===== src/rtl/dmem_bridge.sv =====
// Bridges the core data-memory port onto a 32-bit word SRAM. Accesses that
// cross a word boundary are issued as two beats and merged on the way back.
module dmem_bridge #(
  parameter int SRAM_AW = 30
) (
  input  logic               clk,
  input  logic               reset,
  input  logic               req_i,
  input  logic               rw_i,
  input  logic [2:0]         ctrl_i,
  input  logic [31:0]        addr_i,
  input  logic [31:0]        wdata_i,
  output logic               stall_o,
  output logic [31:0]        rdata_o,
  output logic               rdata_valid_o,
  output logic               sram_cs_o,
  output logic               sram_we_o,
  output logic [3:0]         sram_be_o,
  output logic [SRAM_AW-1:0] sram_addr_o,
  output logic [31:0]        sram_wdata_o,
  input  logic [31:0]        sram_rdata_i
);
  localparam logic [0:0] IDLE   = 1'b0;
  localparam logic [0:0] SECOND = 1'b1;

  // Low nibble holds the first-beat lanes, high nibble the second-beat lanes.
  function automatic logic [7:0] lane_mask(input logic [2:0] ctrl, input logic [1:0] off);
    logic [7:0] base;
    case (ctrl[1:0])
      2'b00:   base = 8'b0000_0001;
      2'b01:   base = 8'b0000_0011;
      default: base = 8'b0000_1111;
    endcase
    return base << off;
  endfunction

  logic [0:0]         state;
  logic [SRAM_AW-1:0] addr_q;
  logic [2:0]         ctrl_q;
  logic [1:0]         off_q;
  logic               rw_q;
  logic [31:0]        wdata_q;
  logic [31:0]        hold_q;
  logic               resp_pend;
  logic [1:0]         resp_off;
  logic [2:0]         resp_ctrl;
  logic               resp_split;

  logic       valid_in;
  logic       accept;
  logic [7:0] mask_in;
  logic [7:0] mask_q;
  logic       split_in;

  assign valid_in = ctrl_i inside {3'b000, 3'b001, 3'b010, 3'b100, 3'b101};
  assign accept   = (state == IDLE) && req_i && valid_in;
  assign mask_in  = lane_mask(ctrl_i, addr_i[1:0]);
  assign mask_q   = lane_mask(ctrl_q, off_q);
  assign split_in = |mask_in[7:4];

  always_comb begin
    sram_cs_o    = 1'b0;
    sram_we_o    = 1'b0;
    sram_be_o    = 4'b0000;
    sram_addr_o  = '0;
    sram_wdata_o = 32'h0;
    stall_o      = 1'b0;
    if (!reset) begin
      if (state == SECOND) begin
        sram_cs_o    = 1'b1;
        sram_we_o    = rw_q;
        sram_be_o    = mask_q[7:4];
        sram_addr_o  = addr_q + SRAM_AW'(1);
        sram_wdata_o = wdata_q >> {(3'd4 - {1'b0, off_q}), 3'b000};
      end else if (accept) begin
        sram_cs_o    = 1'b1;
        sram_we_o    = rw_i;
        sram_be_o    = mask_in[3:0];
        sram_addr_o  = addr_i[SRAM_AW+1:2];
        sram_wdata_o = wdata_i << {addr_i[1:0], 3'b000};
        stall_o      = split_in;
      end
    end
  end

  always_ff @(posedge clk or posedge reset) begin
    if (reset) begin
      state      <= IDLE;
      addr_q     <= '0;
      ctrl_q     <= 3'b000;
      off_q      <= 2'b00;
      rw_q       <= 1'b0;
      wdata_q    <= 32'h0;
      hold_q     <= 32'h0;
      resp_pend  <= 1'b0;
      resp_off   <= 2'b00;
      resp_ctrl  <= 3'b000;
      resp_split <= 1'b0;
    end else begin
      resp_pend <= 1'b0;
      if (state == SECOND) begin
        state <= IDLE;
        if (!rw_q) begin
          hold_q     <= sram_rdata_i;
          resp_pend  <= 1'b1;
          resp_off   <= off_q;
          resp_ctrl  <= ctrl_q;
          resp_split <= 1'b1;
        end
      end else if (accept) begin
        if (split_in) begin
          state   <= SECOND;
          addr_q  <= addr_i[SRAM_AW+1:2];
          ctrl_q  <= ctrl_i;
          off_q   <= addr_i[1:0];
          rw_q    <= rw_i;
          wdata_q <= wdata_i;
        end else if (!rw_i) begin
          resp_pend  <= 1'b1;
          resp_off   <= addr_i[1:0];
          resp_ctrl  <= ctrl_i;
          resp_split <= 1'b0;
        end
      end
    end
  end

  // Split loads see first-beat bytes in hold_q and second-beat bytes live on the bus.
  logic [63:0] merged;
  logic [31:0] sel;
  assign merged = resp_split ? {sram_rdata_i, hold_q} : {32'h0, sram_rdata_i};
  assign sel    = 32'(merged >> {resp_off, 3'b000});

  assign rdata_valid_o = resp_pend;

  always_comb begin
    rdata_o = 32'h0;
    if (resp_pend) begin
      case (resp_ctrl)
        3'b000:  rdata_o = {{24{sel[7]}}, sel[7:0]};
        3'b001:  rdata_o = {{16{sel[15]}}, sel[15:0]};
        3'b100:  rdata_o = {24'h0, sel[7:0]};
        3'b101:  rdata_o = {16'h0, sel[15:0]};
        default: rdata_o = sel;
      endcase
    end
  end
endmodule


===== config.mk =====
export PLATFORM = sky130hd
export DESIGN_NAME = dmem_bridge
export DESIGN_NICKNAME = d
export VERILOG_FILES = /design/src/rtl/dmem_bridge.sv
export SDC_FILE = /design/constraint.sdc
export NUM_CORES = 1
export LEC_CHECK = 0
export CAP_MARGIN = 20
export CORE_MARGIN = 3
export CORE_UTILIZATION = 55
export CTS_CLUSTER_SIZE = 8
export DETAILED_ROUTE_END_ITERATION = 12
export DONT_BUFFER_PORTS = 1
export PLACE_DENSITY = 0.8
export SLEW_MARGIN = 20
export SYNTH_ARGS = -nofsm -noshare
export SYNTH_HDL_FRONTEND = slang
export SYNTH_SLANG_ARGS = --single-unit

===== constraint.sdc =====
create_clock -name clk -period 4.3 [get_ports clk]
set_input_delay 0.215 -clock clk [delete_from_list [all_inputs] [get_ports clk]]
set_output_delay 0.215 -clock clk [all_outputs]
set_load 0.03 [all_outputs]

==> results.toml, run 1 <==
[synth]
synth_largest_area_cell = "dfrtp_1"
netlist_area_um2 = 7910
synth_cell_types = 53
synth.area.top_cells = "dfrtp_1 34%, mux2_2 17%, mux2i_1 7.5%"
yosysSeqAreaShare_pct = 34.2
async_flop_share_pct = 100
synth_edf_count = 0
yosysTopAreaCellShare_pct = 34.2
syn-num-nets = 950
syn_inst = 845
syn_area_per_cell_um2 = 9.36
ys_ff_latch = 108
yosysWarnings = 0
synth_flop_cell = "dfrtp_1"

[power_and_ir_drop]
p_leak_uw = 0.00349
worst_ir_drop_vdd_mv = 0.209
powerDensity_nw_per_um2 = 474
finalPower_uw = 4080

[placed_design]
place.gp.congestion = 0.919
portBuffers = 0
place_hpwl_um = 14600
dp.cells = 1012

[min_path]
hp-class = "primary input to register"
min_path_cells = 1
hold_end = "wdata_q[29]$_DFFE_PP0P_"
worstHoldStart = "wdata_i[29]"

[clocking]
clk_latency_ps = 350
cts_buffers = 9
cts_root_buf = "clkbuf_16"
cts-resized-gates = 0
h-tree-depth = 3
tritoncts = "done"
cts_num_sinks = 108
clk_pin_slew_ps = 70
clk_path_buf_depth = 2

[setup_path]
r2r_slack_ps = 1850
crit_fanout = 18
r2r_cells = 4
rr_endpoint = "addr_q[5]$_DFFE_PP0P_"
critPathRequiredTime_ps = 4090
reg2reg_from = "state$_DFF_PP0_"
end_kind = "primary output"
criticalPathCategory = "register to primary output"
arrival_ps = 3060
cp-start-kind = "register"

[sta]
worst_slew_pin_slew_ps = 1100
slew_violations = 0
skew_ps = 8.50
fin_setup_tns_ps = 0
rsz0062_at_grt = "no"
fin_crit_ps = 3270
setup_viol = 0
post-route-period-util_pct = 76.1
timing.fmax_mhz = 306
fin_hold_ws_ps = 11.1
slew_headroom_pct = 26.5
timing.final.hold_violations = 0

[grt]
grt-ovfl-total = 0
grt_pass1_vias = 6584
grt_max_degree = 86
grt_pass1_wl_um = 34100
antenna_found_initial = 0
track_usage_pct = 26.2

[routing]
ant_nets = 0
routedWlPerCell_um = 20.7
routed_wl_um = 21400
avgViaCountPerCell = 6.57
vias = 6798
firstDrtPassIters = 8
first_iter_violations = 553
drc_errors = 0

[finish]
final_common_cell = "mux2_2"
num-fill-cells = 1179
fin_cells = 1035
syn2layout_area_growth_pct = 8.67
drive_gt1_share_pct = 25.5
layout.nets = 956
final_cell_mix = "122 x mux2_2, 108 x nor2_1, 106 x dfrtp_1"
n_antenna_cell = 0

[floorplan]
core_area_um2 = 14000
die_x_um = 126
num_io_pins = 205
initial_core_util_pct = 56.5
num_rows = 43
die-area_um2 = 15900
die_h_um = 126

[run_status]
status = "completed"

[flow_run]
cap_violations = 0
-- stage by stage --
| stage | utilization, % | setup slack (ps) | instance area (um^2) |
|---|---|---|---|
| 4_1_cts | 61.3 | 930 | 8570 |
| 3_3_place_gp | 58.8 | 1430 | 8230 |
| 3_5_place_dp | 58.9 | 1310 | 8240 |
| 2_1_floorplan | - | 522 | 7910 |
| 5_1_grt | 61.4 | 845 | 8590 |
| 6_report | 61.4 | 1030 | 8590 |
-- cell usage after synthesis, types with 9 or more instances --
| master | number |
|---|---|
| mux2i_1 | 59 |
| dfrtp_1 | 108 |
| mux2_2 | 122 |
| buf_1 | 10 |
| clkbuf_1 | 34 |
| buf_2 | 19 |
| a22oi_1 | 25 |
| nand3_1 | 15 |
| a211oi_1 | 45 |
| o21ai_0 | 52 |
| o21a_1 | 15 |
| a21oi_1 | 49 |
| xnor2_1 | 10 |
| nor2b_1 | 18 |
| nand2_1 | 44 |
| nor2_1 | 108 |
| nor3_1 | 9 |
| nand4_1 | 11 |
| xor2_1 | 16 |
-- area by class of cell --
| type | count | area (um^2) | share of cell area [%] |
|---|---|---|---|
| flip-flops and latches | 108 | 2710 | 31.5 |
| repair buffers | 63 | 493 | 5.74 |
| multi-input cells | 659 | 4860 | 56.6 |
| clock inverters | 2 | 10.0 | 0.116 |
| clock buffers | 13 | 260 | 3.03 |
| inverters | 10 | 40.0 | 0.466 |
| well taps | 180 | 225 | 2.62 |
-- logic make-up (layout without fill, tap and decap cells) --
group           Yosys count  count (layout)  share of synthesized area, %
compound gates          215             215                          17.7
xor+xnor                 26              26                          2.88
fa+ha+maj                 2               2                         0.316
buf+inv                  78              88                          4.56
flops                   108             108                          34.2
mux                     188             188                          26.8
simple gates            228             228                          13.5
-- how the worst max path moves through the flow --
| stage | startpoint | to | slack (ps) |
|---|---|---|---|
| after CTS | off_q[1]$_DFFE_PP0P_ | sram_wdata_o[17] | 930 |
| after global routing | resp_off[0]$_DFFE_PP0P_ | rdata_o[10] | 850 |
| after floorplan | reset | sram_be_o[3] | 520 |
| after detailed placement | off_q[1]$_DFFE_PP0P_ | sram_wdata_o[17] | 1310 |
| after global placement | off_q[1]$_DFFE_PP0P_ | sram_wdata_o[22] | 1430 |
| final | resp_split$_DFFE_PP0P_ | rdata_o[10] | 1030 |
-- report_power, final --
| group | switching [uW] | internal [uW] |
|---|---|---|
| Clock | 365 | 421 |
| Sequential | 306 | 1290 |
| Combinational | 937 | 760 |
-- registers in the layout (all words and copies together), names as in the netlist --
signal,count
addr_q,30
ctrl_q,3
hold_q,32
off_q,2
rdata_valid_o,1
resp_ctrl,3
resp_off,2
resp_split,1
rw_q,1
state,1
wdata_q,32
-- repair_timing --
action / CTS / global route
hold endpoints to repair: 42 / 2
setup buffers: 0 / 0
hold buffers: 6 / 2
-- critical path, cell delays in order (launching register included) --
cell      delay [ps]
dfrtp_1          510
clkinv_1         580
nand3_1          250
nand3_1          180
nor3_1           750
o21a_1           440
-- routing by layer --
metal | GRT usage (%) | vias to the layer above | wire (um)
li1 | - | 3117 | -
met1 | 34.6 | 3266 | 8770
met2 | 40.9 | 369 | 9690
met3 | 7.68 | 46 | 2380
met4 | 9.91 | 0 | 558
met5 | 0 | - | 0
(Power assumes the default switching activity.)
==> run 2, diff against run 1 <==
==> constraint.sdc (replaced) <==
create_clock -name clk -period 3.25 [get_ports clk]
set_input_delay 0.1625 -clock clk [delete_from_list [all_inputs] [get_ports clk]]
set_output_delay 0.1625 -clock clk [all_outputs]
set_load 0.03 [all_outputs]
==> run 2 against run 1 <==
  * Global-route usage rose by 4.5 points
  * Clock-buffer cell count decreased by 2
  * Final area increased by 16%
  * Setup slack lost 760 ps
  * Total power grew 41%
  * Highest routed layer unchanged
  * Routed wire length grew 15%
  * Clock skew grew 1.3 ps
  * Register-to-register slack worse by 930 ps
==> results.toml, run 2 (synthesized netlist as in run 1, its figures left out) <==
[grt]
grt_max_degree = 70
grt_pass1_wl_um = 40200
track_usage_pct = 30.6
grt_pass1_vias = 7811
grt-ovfl-total = 0
antenna_found_initial = 0

[sta]
timing.fmax_mhz = 335
slew_violations = 0
skew_ps = 9.82
rsz0062_at_grt = "no"
worst_slew_pin_slew_ps = 944
post-route-period-util_pct = 91.8
fin_setup_tns_ps = 0
slew_headroom_pct = 36.6
setup_viol = 0
timing.final.hold_violations = 0
fin_crit_ps = 2980

[clocking]
clk_latency_ps = 360
clk_path_buf_depth = 2
cts_root_buf = "clkbuf_16"
clk_pin_slew_ps = 70
cts_setup_buffers = 0
cts_buffers = 9
tritoncts = "done"
h-tree-depth = 3
cts_num_sinks = 108

[setup_path]
criticalPathCategory = "register to primary output"
rr_endpoint = "wdata_q[12]$_DFFE_PP0P_"
arrival_ps = 2820
critPathRequiredTime_ps = 3090
r2r_cells = 4
critical_path.startpoint = "resp_off[0]$_DFFE_PP0P_"
reg2reg_from = "state$_DFF_PP0_"
worstSetupEndpoint = "rdata_o[10]"
end_kind = "primary output"
r2r_slack_ps = 920
cp-start-kind = "register"
crit_fanout = 26

[routing]
vias = 7648
top_layer_used = "met4"
avgViaCountPerCell = 6.45
firstDrtPassIters = 5
wl_met1_um = 9510
routed_wl_um = 24600
drc_errors = 0
wl_met3_um = 2360
met2_wirelength_um = 11900
routedWlPerCell_um = 20.7
ant_nets = 0
first_iter_violations = 804

[power_and_ir_drop]
p_leak_uw = 0.00420
finalPower_uw = 5760
powerDensity_nw_per_um2 = 577
worst_ir_drop_vdd_mv = 0.400

[finish]
num-fill-cells = 978
syn2layout_area_growth_pct = 26.4
final_cell_mix = "122 x mux2_2, 110 x buf_4, 108 x nor2_1"
drive_gt1_share_pct = 27.5
final_common_cell = "mux2_2"
top_regs = "hold_q (32), wdata_q (32), addr_q (30)"
n_antenna_cell = 0
layout.nets = 1105

[flow_run]
cap_violations = 0

[min_path]
hp-class = "primary input to register"

[placed_design]
place_hpwl_um = 15200
place.gp.congestion = 0.946
portBuffers = 0

[floorplan]
num_rows = 43
die-area_um2 = 15900
initial_core_util_pct = 56.5
die_h_um = 126
die_x_um = 126
core_area_um2 = 14000
num_io_pins = 205

[run_status]
status = "completed"
run 2: cell count changes in the layout (fill, tap and decap cells not counted), sizes merged:
cell	delta
clkinvlp	+1
clkinv	+1
dlygate4sd3	+93
bufinv	+1
buf	+56
clkbuf	-2
run 2: layout make-up:
type	instances	area (um^2)	share of cell area [%]
Clock inverter	5	57.6	0.576
Multi-Input combinational cell	659	4850	48.6
Sequential cell	108	2710	27.1
Clock buffer	11	253	2.53
Timing Repair Buffer	212	1860	18.6
Tap cell	180	225	2.25
Inverter	10	41.3	0.413
run 2: worst max-delay path, stage by stage, from the launching register on:
cell,delay [ps]
dfrtp_2,780
mux2i_1,190
a22oi_1,220
nand3_1,190
nor3_1,670
o21a_1,240
buf_4,160
run 2: power breakdown:
part           internal, uW  leakage [uW]  switching, uW  total (uW)
clock network           642      0.000156            523        1170
registers              1700       0.00127            385        2090
logic                  1180       0.00278           1330        2510
run 2: how the worst min path moves through the flow:
stage | slack [ps] | from | cells after the start | end
2_1_floorplan | 310 | sram_rdata_i[28] | 1 | hold_q[28]$_DFFE_PP0P_
3_3_place_gp | -80 | reset | 1 | state$_DFF_PP0_
3_5_place_dp | -80 | reset | 1 | state$_DFF_PP0_
4_1_cts | 30 | ctrl_i[2] | 2 | resp_ctrl[2]$_DFFE_PP0P_
5_1_grt | 50 | ctrl_i[1] | 2 | resp_ctrl[1]$_DFFE_PP0P_
6_report | 30 | ctrl_i[1] | 2 | resp_ctrl[1]$_DFFE_PP0P_
run 2: timing repair:
action | CTS | global route
gates resized for setup | 0 | 0
hold buffers | 101 | 0
hold endpoints to repair | 205 | 0
run 2: per-stage QoR:
stage | hold slack, ps | worst slack [ps] | cell area, um^2 | utilization, % | instances
after floorplan | 313 | 154 | 7910 | - | 845
final | 33.6 | 266 | 9990 | 71.4 | 1185
after CTS | 27.2 | 296 | 9990 | 71.4 | 1185
after global placement | -83.3 | 791 | 8670 | 62.0 | 1068
after global routing | 46.5 | 11.0 | 9990 | 71.4 | 1185
after detailed placement | -80.3 | 691 | 8670 | 62.0 | 1068
run 2: layer usage:
metal	global-route usage (%)	vias to the layer above
li1	-	3425
met1	38.8	3694
met2	50.7	454
met3	7.12	75
met4	12.4	0
met5	0	-
==> run 3, diff against run 2 <==
--- a/config.mk
+++ b/config.mk
@@ -5,6 +5,7 @@
 export SDC_FILE = /design/constraint.sdc
 export NUM_CORES = 1
 export LEC_CHECK = 0
+export ABC_CLOCK_PERIOD_IN_PS = 3270
 export CAP_MARGIN = 20
 export CORE_MARGIN = 3
 export CORE_UTILIZATION = 55
==> constraint.sdc (replaced) <==
create_clock -name clk -period 3.27 [get_ports clk]
set_input_delay 0.1635 -clock clk [delete_from_list [all_inputs] [get_ports clk]]
set_output_delay 0.1635 -clock clk [all_outputs]
set_load 0.03 [all_outputs]
==> run 3 against run 2 <==
  * Clock skew decreased by 3.4 ps
  * Total power decreased by 0.44%
  * Core utilization decreased by 0.054 points
  * Clock power about the same
  * Critical path depth unchanged
  * Sequential share of layout area about the same
  * Flip-flop and latch count unchanged
  * Die area unchanged
  * Global-route usage increased by 0.39 points
  * Final area about the same
  * Setup slack improved by 1.1 ps
  * Critical path type unchanged
  * Critical endpoint is now sram_be_o[0]
  * Largest power group unchanged
==> results.toml, run 3 (synthesized netlist as in run 1, its figures left out) <==
[run_status]
status = "completed"

[floorplan]
num_rows = 43
die_x_um = 126
die_h_um = 126
core_area_um2 = 14000
die-area_um2 = 15900
num_io_pins = 205
initial_core_util_pct = 56.5

[sta]
worst_slew_pin_slew_ps = 937
fin_setup_tns_ps = 0
fin_crit_ps = 3000
timing.final.hold_violations = 0
skew_ps = 6.45
rsz0062_at_grt = "no"
post-route-period-util_pct = 91.8
slew_violations = 0
slew_headroom_pct = 37.1
setup_viol = 0
timing.fmax_mhz = 333

[setup_path]
cp-start-kind = "register"
worstSetupEndpoint = "sram_be_o[0]"
criticalPathCategory = "register to primary output"
end_kind = "primary output"
r2r_cells = 4
rr_endpoint = "resp_off[1]$_DFFE_PP0P_"
arrival_ps = 2840
reg2reg_from = "state$_DFF_PP0_"
critPathRequiredTime_ps = 3110
critical_path.startpoint = "state$_DFF_PP0_"
crit_fanout = 22
r2r_slack_ps = 1160

[clocking]
tritoncts = "done"
ctsHoldBuffers = 101
cts_root_buf = "clkbuf_16"
h-tree-depth = 3
cts-resized-gates = 0
clk_latency_ps = 350
clk_path_buf_depth = 2
cts_setup_buffers = 0
cts_buffers = 9
cts_num_sinks = 108
clk_pin_slew_ps = 80

[min_path]
hp-class = "primary input to register"

[finish]
ff_latch_area_um2 = 2710
n_antenna_cell = 0
layout.nets = 1105
final_common_cell = "mux2_2"
syn2layout_area_growth_pct = 26.3
final_cell_mix = "122 x mux2_2, 110 x buf_4, 108 x nor2_1"
multiInputGateArea_um2 = 4850
top_regs = "hold_q (32), wdata_q (32), addr_q (30)"
drive_gt1_share_pct = 27.4
final_area_um2 = 9990
num-fill-cells = 967

[routing]
first_iter_violations = 885
avgViaCountPerCell = 6.55
routedWlPerCell_um = 21.4
routed_wl_um = 25400
firstDrtPassIters = 5
drc_errors = 0
vias = 7761
ant_nets = 0

[power_and_ir_drop]
powerDensity_nw_per_um2 = 574
p_leak_uw = 0.00419
worst_ir_drop_vdd_mv = 0.329

[grt]
grt_pass1_vias = 7706
antenna_found_initial = 0
track_usage_pct = 31.0
grt_max_degree = 85
grt-ovfl-total = 0
grt_pass1_wl_um = 40500

[placed_design]
place.gp.congestion = 0.942
post_dp_cell_area_um2 = 8670
place_hpwl_um = 15200
portBuffers = 0

[flow_run]
cap_violations = 0
## run 3: cell type report
class | count | area share [%]
multi-input cells | 659 | 48.6
flip-flops and latches | 108 | 27.1
repair buffers | 212 | 18.6
clock buffers | 11 | 2.43
well taps | 180 | 2.26
clock inverters | 5 | 0.601
inverters | 10 | 0.413
## run 3: how the worst min path moves through the flow
stage                                          to              from  slack, ps  cells after the start
final                      resp_split$_DFFE_PP0P_              rw_i         30                      2
after global placement       off_q[0]$_DFFE_PP0P_             reset        -70                      1
after global routing       resp_split$_DFFE_PP0P_              rw_i         40                      2
after CTS                 resp_off[1]$_DFFE_PP0P_         addr_i[1]         20                      2
after floorplan            hold_q[28]$_DFFE_PP0P_  sram_rdata_i[28]        310                      1
after detailed placement     off_q[0]$_DFFE_PP0P_             reset        -70                      1
## run 3: metal layers
layer  global-route usage, %  vias up  share of wire [%]
met4                    12.6        0                3.3
li1                        -     3422                  -
met1                    40.7     3714                 39
met3                    6.79       86                 10
met2                    50.1      539                 48
met5                       0        -                  0
## run 3: power by group
part           switching (uW)  total [uW]  leakage (uW)  internal, uW
clock                     525        1140      0.000146           620
sequential                394        2090       0.00127          1690
combinational            1330        2500       0.00278          1170
## run 3: stage by stage
stage	std cells	hold slack (ps)	utilization (%)	total power, uW	setup WS [ps]
6_report	1185	30.5	71.4	5740	267
2_1_floorplan	845	314	-	3870	173
3_5_place_dp	1068	-70.0	62.0	4400	778
4_1_cts	1185	15.7	71.4	5650	378
3_3_place_gp	1068	-69.8	62.0	4340	822
5_1_grt	1185	38.4	71.4	6040	110
## run 3: critical path, cell delays in order (launching register included)
cell and delay [ps]:
dfrtp_2 370, clkinv_1 300, a21o_1 280, inv_1 520, o21ai_1 540, a21oi_1 260, buf_4 200
